`src/rtl/ps2_key_event_filter_if.sv`:
```
// Key-event handshake bus between the PS/2 event filter and its consumer.
// The master side presents the queued head event and the slave side accepts it with key_ready.
interface ps2_key_event_filter_if;
  logic [7:0] key_code;
  logic       key_ext;
  logic       key_valid;
  logic       key_ready;

  modport master (output key_code, output key_ext, output key_valid, input key_ready);
  modport slave  (input key_code, input key_ext, input key_valid, output key_ready);
endinterface

```
`src/rtl/ps2_key_event_filter.sv`:
```
// Turns a PS/2 Set-2 scancode byte stream into de-duplicated key-press events,
// queued in a small first-word-fall-through FIFO behind a valid/ready handshake.
module ps2_key_event_filter #(
  parameter int FIFO_DEPTH = 4,
  parameter int ADDR_W     = 2
) (
  input  logic                          CLOCK_50,
  input  logic                          reset,
  input  logic [7:0]                    rx_data,
  input  logic                          rx_valid,
  ps2_key_event_filter_if.master        key_bus,
  output logic [7:0]                    held_code,
  output logic                          held_ext,
  output logic                          overflow
);

  typedef enum logic [1:0] {S_BASE, S_EXT, S_BRK, S_EXT_BRK} state_t;

  state_t state_reg, state_next;

  logic       make_req, make_ext;
  logic       release_req, release_ext;
  logic       is_prefix, is_filtered;
  logic       is_repeat, push, pop, full, do_write;

  logic [7:0] held_code_reg;
  logic       held_ext_reg;
  logic       overflow_reg;

  logic [8:0]        mem [FIFO_DEPTH];
  logic [ADDR_W-1:0] wr_reg, rd_reg;
  logic [ADDR_W:0]   count_reg;
  logic [8:0]        head;

  assign is_prefix   = (rx_data == 8'hE0) || (rx_data == 8'hF0);
  assign is_filtered = (rx_data == 8'hAA) || (rx_data == 8'hFA) || (rx_data == 8'hEE) ||
                       (rx_data == 8'hFE) || (rx_data == 8'h00) || (rx_data == 8'hFF);

  always_ff @(posedge CLOCK_50 or posedge reset) begin
    if (reset) state_reg <= S_BASE;
    else       state_reg <= state_next;
  end

  always_comb begin
    state_next  = state_reg;
    make_req    = 1'b0;
    make_ext    = 1'b0;
    release_req = 1'b0;
    release_ext = 1'b0;
    if (rx_valid) begin
      case (state_reg)
        S_BASE: begin
          if (rx_data == 8'hE0)      state_next = S_EXT;
          else if (rx_data == 8'hF0) state_next = S_BRK;
          else if (!is_filtered)     make_req   = 1'b1;
        end
        S_EXT: begin
          if (rx_data == 8'hF0) state_next = S_EXT_BRK;
          else if (rx_data != 8'hE0) begin
            make_req   = 1'b1;
            make_ext   = 1'b1;
            state_next = S_BASE;
          end
        end
        default: begin
          // A prefix byte where a break code was expected is a protocol error and is discarded.
          state_next  = S_BASE;
          release_req = !is_prefix;
          release_ext = (state_reg == S_EXT_BRK);
        end
      endcase
    end
  end

  assign is_repeat = (rx_data == held_code_reg) && (make_ext == held_ext_reg);
  assign push      = make_req && !is_repeat;
  assign pop       = (count_reg != '0) && key_bus.key_ready;
  assign full      = (count_reg == (ADDR_W+1)'(FIFO_DEPTH));
  assign do_write  = push && (!full || pop);

  always_ff @(posedge CLOCK_50 or posedge reset) begin
    if (reset) begin
      held_code_reg <= 8'h00;
      held_ext_reg  <= 1'b0;
    end else if (push) begin
      held_code_reg <= rx_data;
      held_ext_reg  <= make_ext;
    end else if (release_req && rx_data == held_code_reg && release_ext == held_ext_reg) begin
      held_code_reg <= 8'h00;
      held_ext_reg  <= 1'b0;
    end
  end

  always_ff @(posedge CLOCK_50) begin
    if (do_write) mem[wr_reg] <= {make_ext, rx_data};
  end

  always_ff @(posedge CLOCK_50 or posedge reset) begin
    if (reset) begin
      wr_reg       <= '0;
      rd_reg       <= '0;
      count_reg    <= '0;
      overflow_reg <= 1'b0;
    end else begin
      if (do_write) wr_reg <= wr_reg + ADDR_W'(1);
      if (pop)      rd_reg <= rd_reg + ADDR_W'(1);
      case ({do_write, pop})
        2'b10:   count_reg <= count_reg + (ADDR_W+1)'(1);
        2'b01:   count_reg <= count_reg - (ADDR_W+1)'(1);
        default: count_reg <= count_reg;
      endcase
      if (push && full && !pop) overflow_reg <= 1'b1;
    end
  end

  // Storage contents are undefined when empty, so the head is masked off rather than cleared.
  assign head              = mem[rd_reg];
  assign key_bus.key_valid = (count_reg != '0);
  assign key_bus.key_code  = key_bus.key_valid ? head[7:0] : 8'h00;
  assign key_bus.key_ext   = key_bus.key_valid ? head[8]   : 1'b0;

  assign held_code = held_code_reg;
  assign held_ext  = held_ext_reg;
  assign overflow  = overflow_reg;

endmodule

```
`src/flat_wrapper.sv`:
```
// flat-port wrapper written by rule: the top's interface ports become plain ports
module ps2_key_event_filter_flat 
#(
  parameter int FIFO_DEPTH = 4,
  parameter int ADDR_W     = 2
)
  (CLOCK_50, reset, rx_data, rx_valid, held_code, held_ext, overflow, key_bus_key_code, key_bus_key_ext, key_bus_key_valid, key_bus_key_ready);
  ps2_key_event_filter_if key_bus_i ();
  input  logic CLOCK_50;
  input  logic reset;
  input  logic [7:0] rx_data;
  input  logic rx_valid;
  output logic [7:0] held_code;
  output logic held_ext;
  output logic overflow;
  output wire logic [$bits(key_bus_i.key_code)-1:0] key_bus_key_code;
  output wire logic [$bits(key_bus_i.key_ext)-1:0] key_bus_key_ext;
  output wire logic [$bits(key_bus_i.key_valid)-1:0] key_bus_key_valid;
  input wire logic [$bits(key_bus_i.key_ready)-1:0] key_bus_key_ready;
  assign key_bus_key_code = key_bus_i.key_code;
  assign key_bus_key_ext = key_bus_i.key_ext;
  assign key_bus_key_valid = key_bus_i.key_valid;
  assign key_bus_i.key_ready = key_bus_key_ready;
  ps2_key_event_filter #(.FIFO_DEPTH(FIFO_DEPTH), .ADDR_W(ADDR_W)) u_core (.CLOCK_50(CLOCK_50), .reset(reset), .rx_data(rx_data), .rx_valid(rx_valid), .key_bus(key_bus_i), .held_code(held_code), .held_ext(held_ext), .overflow(overflow));
endmodule
```
`config.mk`:
```
export PLATFORM = sky130hd
export DESIGN_NAME = ps2_key_event_filter_flat
export DESIGN_NICKNAME = d
export VERILOG_FILES = /design/src/rtl/ps2_key_event_filter_if.sv /design/src/rtl/ps2_key_event_filter.sv /design/src/flat_wrapper.sv
export SDC_FILE = /design/constraint.sdc
export NUM_CORES = 1
export LEC_CHECK = 0
export CAP_MARGIN = 20
export CORE_MARGIN = 1.5
export CORE_UTILIZATION = 50
export DETAILED_ROUTE_END_ITERATION = 8
export PLACE_DENSITY = 0.73
export SETUP_SLACK_MARGIN = 0.05
export SYNTH_ARGS = -nofsm -noshare
export SYNTH_HDL_FRONTEND = slang
export SYNTH_SLANG_ARGS = --single-unit
```
`constraint.sdc`:
```
create_clock -name CLOCK_50 -period 5.8 [get_ports CLOCK_50]
set_clock_uncertainty 0.15 [all_clocks]
set_input_delay 1.16 -clock CLOCK_50 [delete_from_list [all_inputs] [get_ports CLOCK_50]]
set_output_delay 1.16 -clock CLOCK_50 [all_outputs]
set_load 0.03 [all_outputs]
```
==> results of run 1 <==
routing by layer:
layer	wire, um	vias to the layer above	part of all wire
met5	0	-	0
met4	65	0	0.014
met3	208	6	0.043
met2	2280	44	0.47
met1	2260	812	0.47
li1	-	810	-
cells by family (layout without fill, tap and decap cells):
family / count (synthesis) / after routing / share of synthesized area
flip-flops: 55 / 55 / 0.591
AO/OA/AOI/OAI: 31 / 31 / 0.0742
AND/OR/NAND/NOR: 74 / 74 / 0.162
buffers and inverters: 17 / 50 / 0.0252
multiplexers: 10 / 10 / 0.0808
XOR/XNOR: 12 / 12 / 0.0399
adder cells (fa/ha/maj): 5 / 5 / 0.0266
worst max-delay path, stage by stage:
cell             delay [ns]
clkdlybuf4s50_1        0.62
nor4_1                 0.41
a21boi_0               0.19
nor4_1                 0.30
or3_4                  0.25
nor2_1                 0.06
or2_2                  0.32
fa_1                   0.41
nor4_1                 0.35
o21a_1                 0.17
o21ai_0                0.06
power by group:
| part | internal, mW | switching, mW | leakage [nW] | total [mW] |
|---|---|---|---|---|
| clock | 0.130 | 0.128 | 0.0548 | 0.258 |
| sequential | 0.502 | 0.0750 | 0.560 | 0.577 |
| combinational | 0.262 | 0.290 | 0.497 | 0.552 |
Yosys cell counts, types with 2 or more instances:
cell and count:
nor4_1 7, nor2b_1 2, or3_4 2, nand2_1 16
dfrtp_1 19, nand4_1 3, edfxtp_1 36, ha_1 4
nor2_1 3, xnor2_1 12, clkbuf_1 4, nand3_1 5
a21oi_1 4, a21o_1 2, nand2b_1 9, o21ai_0 14
and3_1 2, buf_2 2, inv_1 10, or2_2 2
nor3_1 6, mux4_2 9, and2_1 15
final timing paths:
path                            cells past startpoint                  end                 from
worst min register to register                      1      u_core.overflow      u_core.overflow
worst max register to register                     10  u_core.count_reg[2]  u_core.held_code[3]
worst max-delay path                               11  u_core.count_reg[2]           rx_data[0]
max in group asynchronous                           2  u_core.held_code[4]                reset
worst min-delay path                                1      u_core.overflow      u_core.overflow
min in group asynchronous                           2     u_core.wr_reg[0]                reset
layout make-up:
cell class / instances / area (sq um) / area share
clock buffer: 5 / 68.8 / 0.0220
multi-input combinational: 132 / 1010 / 0.323
inverter: 10 / 37.5 / 0.0120
clock inverter: 3 / 46.3 / 0.0148
timing repair buffer: 32 / 318 / 0.102
sequential: 55 / 1560 / 0.498
tap: 70 / 87.6 / 0.0280
per-stage QoR:
step | util | area [sq um] | hold WS, ns
finish | 0.612 | 3120 | 0.315
floorplan | - | 2630 | 0.412
global placement | 0.589 | 3010 | 0.300
CTS | 0.612 | 3120 | 0.323
detailed placement | 0.589 | 3010 | 0.297
global route | 0.612 | 3120 | 0.361
==> metrics.txt, run 1 <==
outcome finished, final reports clean; CP Class in -> reg; Setup-failing EPs final 0; register bit total from synthesis 55; WL/cell 15.7 um; WL final 4810 um; Max Clk Rate 235 MHz; root buf cell clkbuf_8; Setup WS post-layout 1.55 ns; ANT cells 0; Max-cap violations 0; GRT Util Overall 0.190; Antenna Violating Nets Remaining 0; worst hold-check path type reg -> reg; clock slew at reported path FFs 0.09 ns; top cell type's share of synthesized area 0.411; Clock Path Buffers 2; sequential share of the synthesized area 0.591; first drt pass iteration count 4; most frequent cells in the layout edfxtp_1, clkdlybuf4s50_1, dfrtp_1; Post-CTS Hold Fix Bufs 0; initial antenna violation count 0; count of final hold-check violations 0; Worst-Skew Late Latency 0.31 ns; clock sink count 55; # Post-CTS Setup Buffers 0; CTS resizes 0; Register-to-Register Setup Slack 2.73 ns; gr ovfl total 0; global-route track usage on met3 0.0437; Buffers on Ports 31; Area contributors post-synth edfxtp_1, dfrtp_1, mux4_2; placed cells 299; fin. max-slew vios 0; die width 75.6 um; Mapped Area 2630 sq um; setup_tns 0 ns; die area 5710 sq um; Post-Synthesis Cells 204; DRC errors left 0; H-tree depth 2; met2 usage 0.298; max reg flops 36; Iter 0 DRT Violations 130; Worst EP required 5.84 ns; top_reg_cell synth edfxtp_1; Initial Utilization 0.515; Worst Tran Pin Value 0.796 ns; P&R area growth vs syn 18.7%; post-synthesis net count 221; TritonCTS clock tree done; Site Rows 26; total CTS buffers 5; Synth Warn # 0; most common cell after layout, fill and taps aside edfxtp_1; crit path DAT 4.29 ns; Net count, final 253; Tcrit/Tclk final 0.733; total number of vias 1672; largest area contributor in the netlist edfxtp_1; DP Wirelength 3360 um; global-route wire length before repair 7920 um; Max FO, Critical Path 11; layout cells sized above 1 0.110; crit path time final 4.25 ns; # IOs 32; GPL Wtd Cong 0.836; met1 GRT Util 0.269; ys async rst share 0.345; vias per inst 5.45; grt peak-use layer met2; largest net degree at the start of global routing 21; PwrDens 444 nW/um^2; fillers 416; Post-synth EDFFs 36; Die H 75.6 um; Syn Area/Cell 12.9 sq um; Worst setup EP type register; peak supply drop 189 uV; total power 1.39 mW; Leak Pwr 1.11 nW; Non-Filler Instances 307; RSZ-0062 raised after global routing false; relative slew slack 0.465; post-synth cell types 39; Place WS 1.27 ns; Worst setup SP type primary input; Core ar. 5110 sq um; vias in the first global route 1596
Power figures use the tool's default switching activity.
==> run 2: changes to the inputs <==
clock period = 4.05 ns   (was 5.8 ns; I/O delays follow)
==> run 2 against run 1 <==
Against the previous run: global-route usage grew 2.2 points; design area grew 4.1%; die area is the same; first-iteration DRC count grew 33%; final cell count grew 4.2%.
==> metrics.txt, run 2 (synthesized netlist as in run 1, its figures left out) <==
outcome finished, final reports clean; Iter 0 DRT Violations 173 (+33%); GPL Wtd Cong 0.815 (-2.5%); GRT Util Overall 0.213 (+0.0225); vias per inst 5.53 (+1.6%); global-route wire length before repair 8670 um (+9.4%); Sw Pwr 0.720 mW (+46%); crit path DAT 3.85 ns (-0.44 ns); WL/cell 17.1 um (+9.2%); Leak Pwr 1.17 nW (+5.4%); # Post-CTS Setup Buffers 0 (unchanged); TritonCTS clock tree done; # IOs 32 (unchanged); worst hold-check path type reg -> reg; Net count, final 266 (+5.1%); Tcrit/Tclk final 0.938; crit path time final 3.80 ns; Reg area 1560 sq um (unchanged); Die H 75.6 um (unchanged); most frequent cells in the layout edfxtp_1, clkdlybuf4s50_1, dfrtp_1; Max-cap violations 0 (unchanged); Worst Tran Pin Value 0.729 ns (-0.0667 ns); Gate power share 0.426 (+0.028); DP Wirelength 3810 um (+13%); Max FO, Critical Path 9 (-2); Buffers on Ports 31 (unchanged); clock slew at reported path FFs 0.10 ns (about the same); setup_tns 0 ns (unchanged); vias in the first global route 1732 (+8.5%); total CTS buffers 5 (unchanged); ANT cells 0 (unchanged); relative slew slack 0.513 (+0.0480); Post-CTS Hold Fix Bufs 0 (unchanged); Metal-1 WL 2460 um (+8.9%); CP Class in -> reg; die width 75.6 um (unchanged); Worst setup SP type primary input; hold_sp u_core.overflow; Clock Path Buffers 2 (unchanged); Setup-failing EPs final 0 (unchanged); Critical path origin rx_data[4]; internal power 1.25 mW (+40%); Core ar. 5110 sq um (unchanged); Worst Hold Depth 1 (unchanged); RSZ-0062 raised after global routing false; Place WS -0.0311 ns (-1.30 ns); area of the multi-input gates 1030 sq um (+1.9%); first drt pass iteration count 4 (unchanged); Register-to-Register Setup Slack 0.99 ns (-1.74 ns); peak supply drop 342 uV (+81%); PwrDens 605 nW/um^2 (+36%); FF-to-FF path depth 10 (unchanged); Worst-Skew Late Latency 0.31 ns (about the same); placed cell areas 3140 sq um (+4.5%); fillers 405 (-2.6%); highest metal layer with signal wires met4; Site Rows 26 (unchanged); most common cell after layout, fill and taps aside edfxtp_1; root buf cell clkbuf_8; WL final 5470 um (+14%); Worst setup EP type register; P&R area growth vs syn 23.5%; count of final hold-check violations 0 (unchanged); DRC errors left 0 (unchanged); initial antenna violation count 0 (unchanged); Reg-to-Reg Start u_core.held_code[3]; total power 1.97 mW (+42%); H-tree depth 2 (unchanged); fin area 3250 sq um (+4.1%); Setup WS post-layout 0.251 ns (-1.30 ns); fin. max-slew vios 0 (unchanged); die area 5710 sq um (unchanged); metal2 WL 2670 um (+17%); switch share 0.366 (+0.0108); met3 WL 268 um (+29%); worst reg2reg endpoint u_core.count_reg[2]; total number of vias 1770 (+5.9%); clock sink count 55 (unchanged); Worst EP required 4.10 ns (-1.74 ns); WHS Endpoint u_core.overflow; Antenna Violating Nets Remaining 0 (unchanged); Max Clk Rate 263 MHz; Clk pwr share 0.153 (-0.033); gr ovfl total 0 (unchanged); largest net degree at the start of global routing 21 (unchanged); max reg flops 36 (unchanged); sequential share of power 0.422 (+0.006); layout cells sized above 1 0.168 (+0.0583); Initial Utilization 0.515 (unchanged)
run 2: area by class of cell:
class                           count  area share
Sequential cell                    55       0.479
Multi-Input combinational cell    132       0.316
Timing Repair Buffer               45       0.139
Tap cell                           70      0.0269
Clock buffer                        5      0.0212
Inverter                           10      0.0115
Clock inverter                      3     0.00616
run 2: metrics by stage:
stage               std cells  hold slack (ns)   util
floorplan                 204            0.412      -
global placement          312            0.293  0.616
detailed placement        312            0.297  0.616
CTS                       320            0.324  0.633
global route              320            0.345  0.637
finish                    320            0.316  0.637
run 2: power groups by stage:
stage	registers, mW	logic, mW	clock network [mW]
CTS	0.832	0.845	0.308
floorplan	0.812	0.547	0
detailed placement	0.844	0.844	0
global placement	0.837	0.822	0
finish	0.830	0.838	0.301
global route	0.848	0.911	0.331
run 2: worst max-delay path: stages:
cell	delay (ns)
clkdlybuf4s50_1	0.72
xnor2_1	0.18
nand4_1	0.20
nor4_2	0.36
or3_4	0.20
nor2_1	0.05
or2_2	0.31
fa_1	0.41
nor4_1	0.37
o21a_1	0.17
o21ai_0	0.06
run 2: how the worst max path moves through the flow:
| stage | slack (ns) | end | cells after the start |
|---|---|---|---|
| 2_1_floorplan | 0.52 | u_core.count_reg[2] | 12 |
| 3_3_place_gp | 0.07 | u_core.count_reg[2] | 11 |
| 3_5_place_dp | -0.03 | u_core.count_reg[2] | 11 |
| 4_1_cts | 0.23 | u_core.count_reg[2] | 11 |
| 5_1_grt | 0.02 | u_core.count_reg[2] | 11 |
| 6_report | 0.25 | u_core.count_reg[2] | 11 |
run 2: what timing repair did:
action | in CTS | in global routing
gates resized for setup | 0 | 3
hold endpoints to repair | 0 | 0
setup endpoints to repair | 0 | 1
run 2: routing by layer:
| layer | vias to the layer above | global-route usage |
|---|---|---|
| met2 | 46 | 0.351 |
| met5 | - | 0 |
| met4 | 0 | 0.0655 |
| met1 | 879 | 0.287 |
| met3 | 10 | 0.0437 |
| li1 | 835 | - |
==> run 3: changes to the inputs <==
ABC_AREA = 1   (was default)
==> run 3 against run 2 <==
Against the previous run: combinational power is 50% higher; register-to-register slack better by 0.58 ns; sequential power is 6.4% higher; area after synthesis is 3.5% higher; critical path type is now reg -> out; highest routed layer unchanged.
==> metrics.txt, run 3 <==
setup_tns 0 ns (unchanged); P&R area growth vs syn 18.1%; Synth Warn # 0 (unchanged); Worst-Skew Late Latency 0.30 ns (about the same); die width 76.8 um (+1.7%); placed cells 397 (+27%); count of final hold-check violations 0 (unchanged); CP Cell Sequence inv_1 -> o21ai_0 -> a21oi_1 -> clkdlybuf4s50_1; Clock Path Buffers 2 (unchanged); Worst Hold Depth 1 (unchanged); Gate power share 0.517 (+0.091); GRT Util Overall 0.197 (-0.0153); DP Wirelength 3960 um (+3.8%); total CTS buffers 5 (unchanged); Site Rows 26 (unchanged); Sw Pwr 1.07 mW (+49%); gr ovfl total 0 (unchanged); most frequent cells after synthesis nor2_1, nand2_1, inv_1; vias in the first global route 1974 (+14%); post-synthesis mux area share 0 (-0.0808); Buffers on Ports 31 (unchanged); sequential share of the synthesized area 0.571 (-0.0201); Leak Pwr 1.35 nW (+15%); CP top delay family buffers and inverters; DRC errors left 0 (unchanged); # IOs 32 (unchanged); Clk pwr share 0.119 (-0.034); Max FO, Critical Path 21 (+12); Worst setup EP type primary output; internal power 1.36 mW (+8.7%); layout cells sized above 1 0.0866 (-0.0814); Compound-Gate Fraction of Synth Area 0.103 (+0.0287); FF-to-FF path depth 14 (+4); total number of vias 2037 (+15%); placed cell areas 3130 sq um (-0.32%); Worst setup SP type register; Mapped Area 2730 sq um (+3.5%); post-synthesis net count 313 (+42%); Die H 76.8 um (+1.7%); largest net degree at the start of global routing 22 (+4.8%); WHS Endpoint u_core.overflow; Initial Utilization 0.527 (+0.0114); Tcrit/Tclk final 0.868 (-0.0702); WL/cell 13.6 um (-20%); first drt pass iteration count 4 (unchanged); CTS resizes 0 (unchanged); Worst path max stage delay 0.81 ns (+0.09 ns); Post-CTS Hold Fix Bufs 0 (unchanged); initial antenna violation count 0 (unchanged); sequential share of power 0.363 (-0.059); fin area 3220 sq um (-1.0%); clock slew at reported path FFs 0.09 ns (about the same); Post-Synthesis Cells 296 (+45%); Setup-failing EPs final 0 (unchanged); crit path DAT 2.56 ns (-1.29 ns); Register-to-Register Setup Slack 1.57 ns (+0.58 ns); post-synthesis simple-gate area fraction 0.203 (+0.0409); WL final 5510 um (+0.73%); crit path max-delay cell type dfrtp_1; Worst EP required 3.09 ns (-1.01 ns); GPL Wtd Cong 0.860 (+5.4%); total power 2.43 mW (+23%); ys async rst share 0.345 (unchanged); # Post-CTS Setup Buffers 0 (unchanged); PwrDens 754 nW/um^2 (+25%); ANT cells 0 (unchanged); area share of fa/ha/maj cells after synthesis 0.0257 (-0.000904); Core ar. 5170 sq um (+1.3%); hold_sp u_core.overflow; outcome finished, final reports clean; most frequent cells in the layout nor2_1, nand2_1, inv_1; most frequent cell after synthesis nor2_1; most common cell after layout, fill and taps aside nor2_1; Net count, final 351 (+32%); worst reg2reg endpoint u_core.count_reg[2]; Max Clk Rate 284 MHz (+8.1%); Non-Filler Instances 405 (+27%); crit path time final 3.52 ns (-0.284 ns); clock sink count 55 (unchanged); root buf cell clkbuf_8; post-synth cell types 28 (-28%); relative slew slack 0.489 (-0.0244); Antenna Violating Nets Remaining 0 (unchanged); WP buf/inv 2 (+1); top_reg_cell synth edfxtp_1; Iter 0 DRT Violations 90 (-48%); register bit total from synthesis 55 (unchanged); Area contributors post-synth edfxtp_1, dfrtp_1, nor2_1; largest area contributor in the netlist edfxtp_1; RSZ-0062 raised after global routing false; Max-cap violations 0 (unchanged); Finished Core Util 0.622 (-0.0143); TritonCTS clock tree done; largest family of logic cells by synthesized area simple AND/OR/NAND/NOR gates; Syn Area/Cell 9.21 sq um (-29%); worst hold-check path type reg -> reg; CP Class reg -> out; die area 5900 sq um (+3.4%); H-tree depth 2 (unchanged); max reg flops 36 (unchanged); global-route wire length before repair 9120 um (+5.3%); switch share 0.442 (+0.0755); top cell type's share of synthesized area 0.397 (-0.0140); Reg-to-Reg Start u_core.state_reg[1]; vias per inst 5.03 (-9.1%); Worst Tran Pin Value 0.766 ns (+0.0366 ns); Post-synth EDFFs 36 (unchanged); fin. max-slew vios 0 (unchanged); peak supply drop 299 uV (-13%); Post-Synth XOR/XNOR Area 0.0257 (-0.0142)
==> run 3: changes by cell type in the layout (fill, tap and decap cells not counted), moves of 9 or more <==
cell / previous run / this run
and2_1: 15 / 0
nand2b_1: 9 / 0
inv_1: 10 / 41
nand2_1: 16 / 44
mux4_2: 9 / 0
nor2_1: 3 / 64
xnor2_1: 12 / 0
==> run 3: cells by family after synthesis <==
family / count (synthesis)
AND/OR/NAND/NOR: 130
AO/OA/AOI/OAI: 48
flip-flops: 55
adder cells (fa/ha/maj): 5
buffers and inverters: 50
XOR/XNOR: 8
==> run 3: per-layer routing <==
metal | global-route usage | part of all wire | wire, um | vias to the layer above
met2 | 0.348 | 0.51 | 2790 | 35
met1 | 0.248 | 0.46 | 2520 | 965
met5 | 0 | 0 | 0 | -
met4 | 0.0556 | 0.011 | 62 | 0
li1 | - | - | - | 1031
met3 | 0.0345 | 0.025 | 136 | 6
==> run 3: how the worst max path moves through the flow <==
stage                startpoint             endpoint  slack, ns  cells after the start
6_report       u_core.rd_reg[0]  key_bus_key_code[5]       0.53                      4
5_1_grt        u_core.rd_reg[0]  key_bus_key_code[2]       0.30                      4
4_1_cts        u_core.rd_reg[0]  key_bus_key_code[5]       0.49                      4
3_5_place_dp         rx_data[5]     u_core.mem[0][8]       0.42                     12
3_3_place_gp         rx_data[2]     u_core.mem[3][8]       0.48                     14
2_1_floorplan        rx_data[2]     u_core.mem[0][0]       1.37                     11
==> run 3: power by group through the flow <==
stage | Clock, mW | Sequential (mW) | Combinational (mW)
3_5_place_dp | 0 | 0.894 | 1.26
5_1_grt | 0.317 | 0.906 | 1.39
6_report | 0.290 | 0.883 | 1.26
2_1_floorplan | 0 | 0.931 | 0.784
3_3_place_gp | 0 | 0.892 | 1.24
4_1_cts | 0.298 | 0.882 | 1.27
==> run 3: cell type report <==
cell class	instances	area, sq um
clock buffer	6	72.6
clock inverter	2	12.5
fill	456	1950
inverter	45	169
multi-input combinational	191	973
sequential	55	1560
tap	70	87.6
timing repair buffer	36	348
==> run 3: metrics by stage <==
stage               worst slack (ns)  hold slack [ns]
floorplan                       1.37            0.314
global placement               0.482            0.295
detailed placement             0.423            0.311
CTS                            0.488            0.333
global route                   0.305            0.346
finish                         0.535            0.325
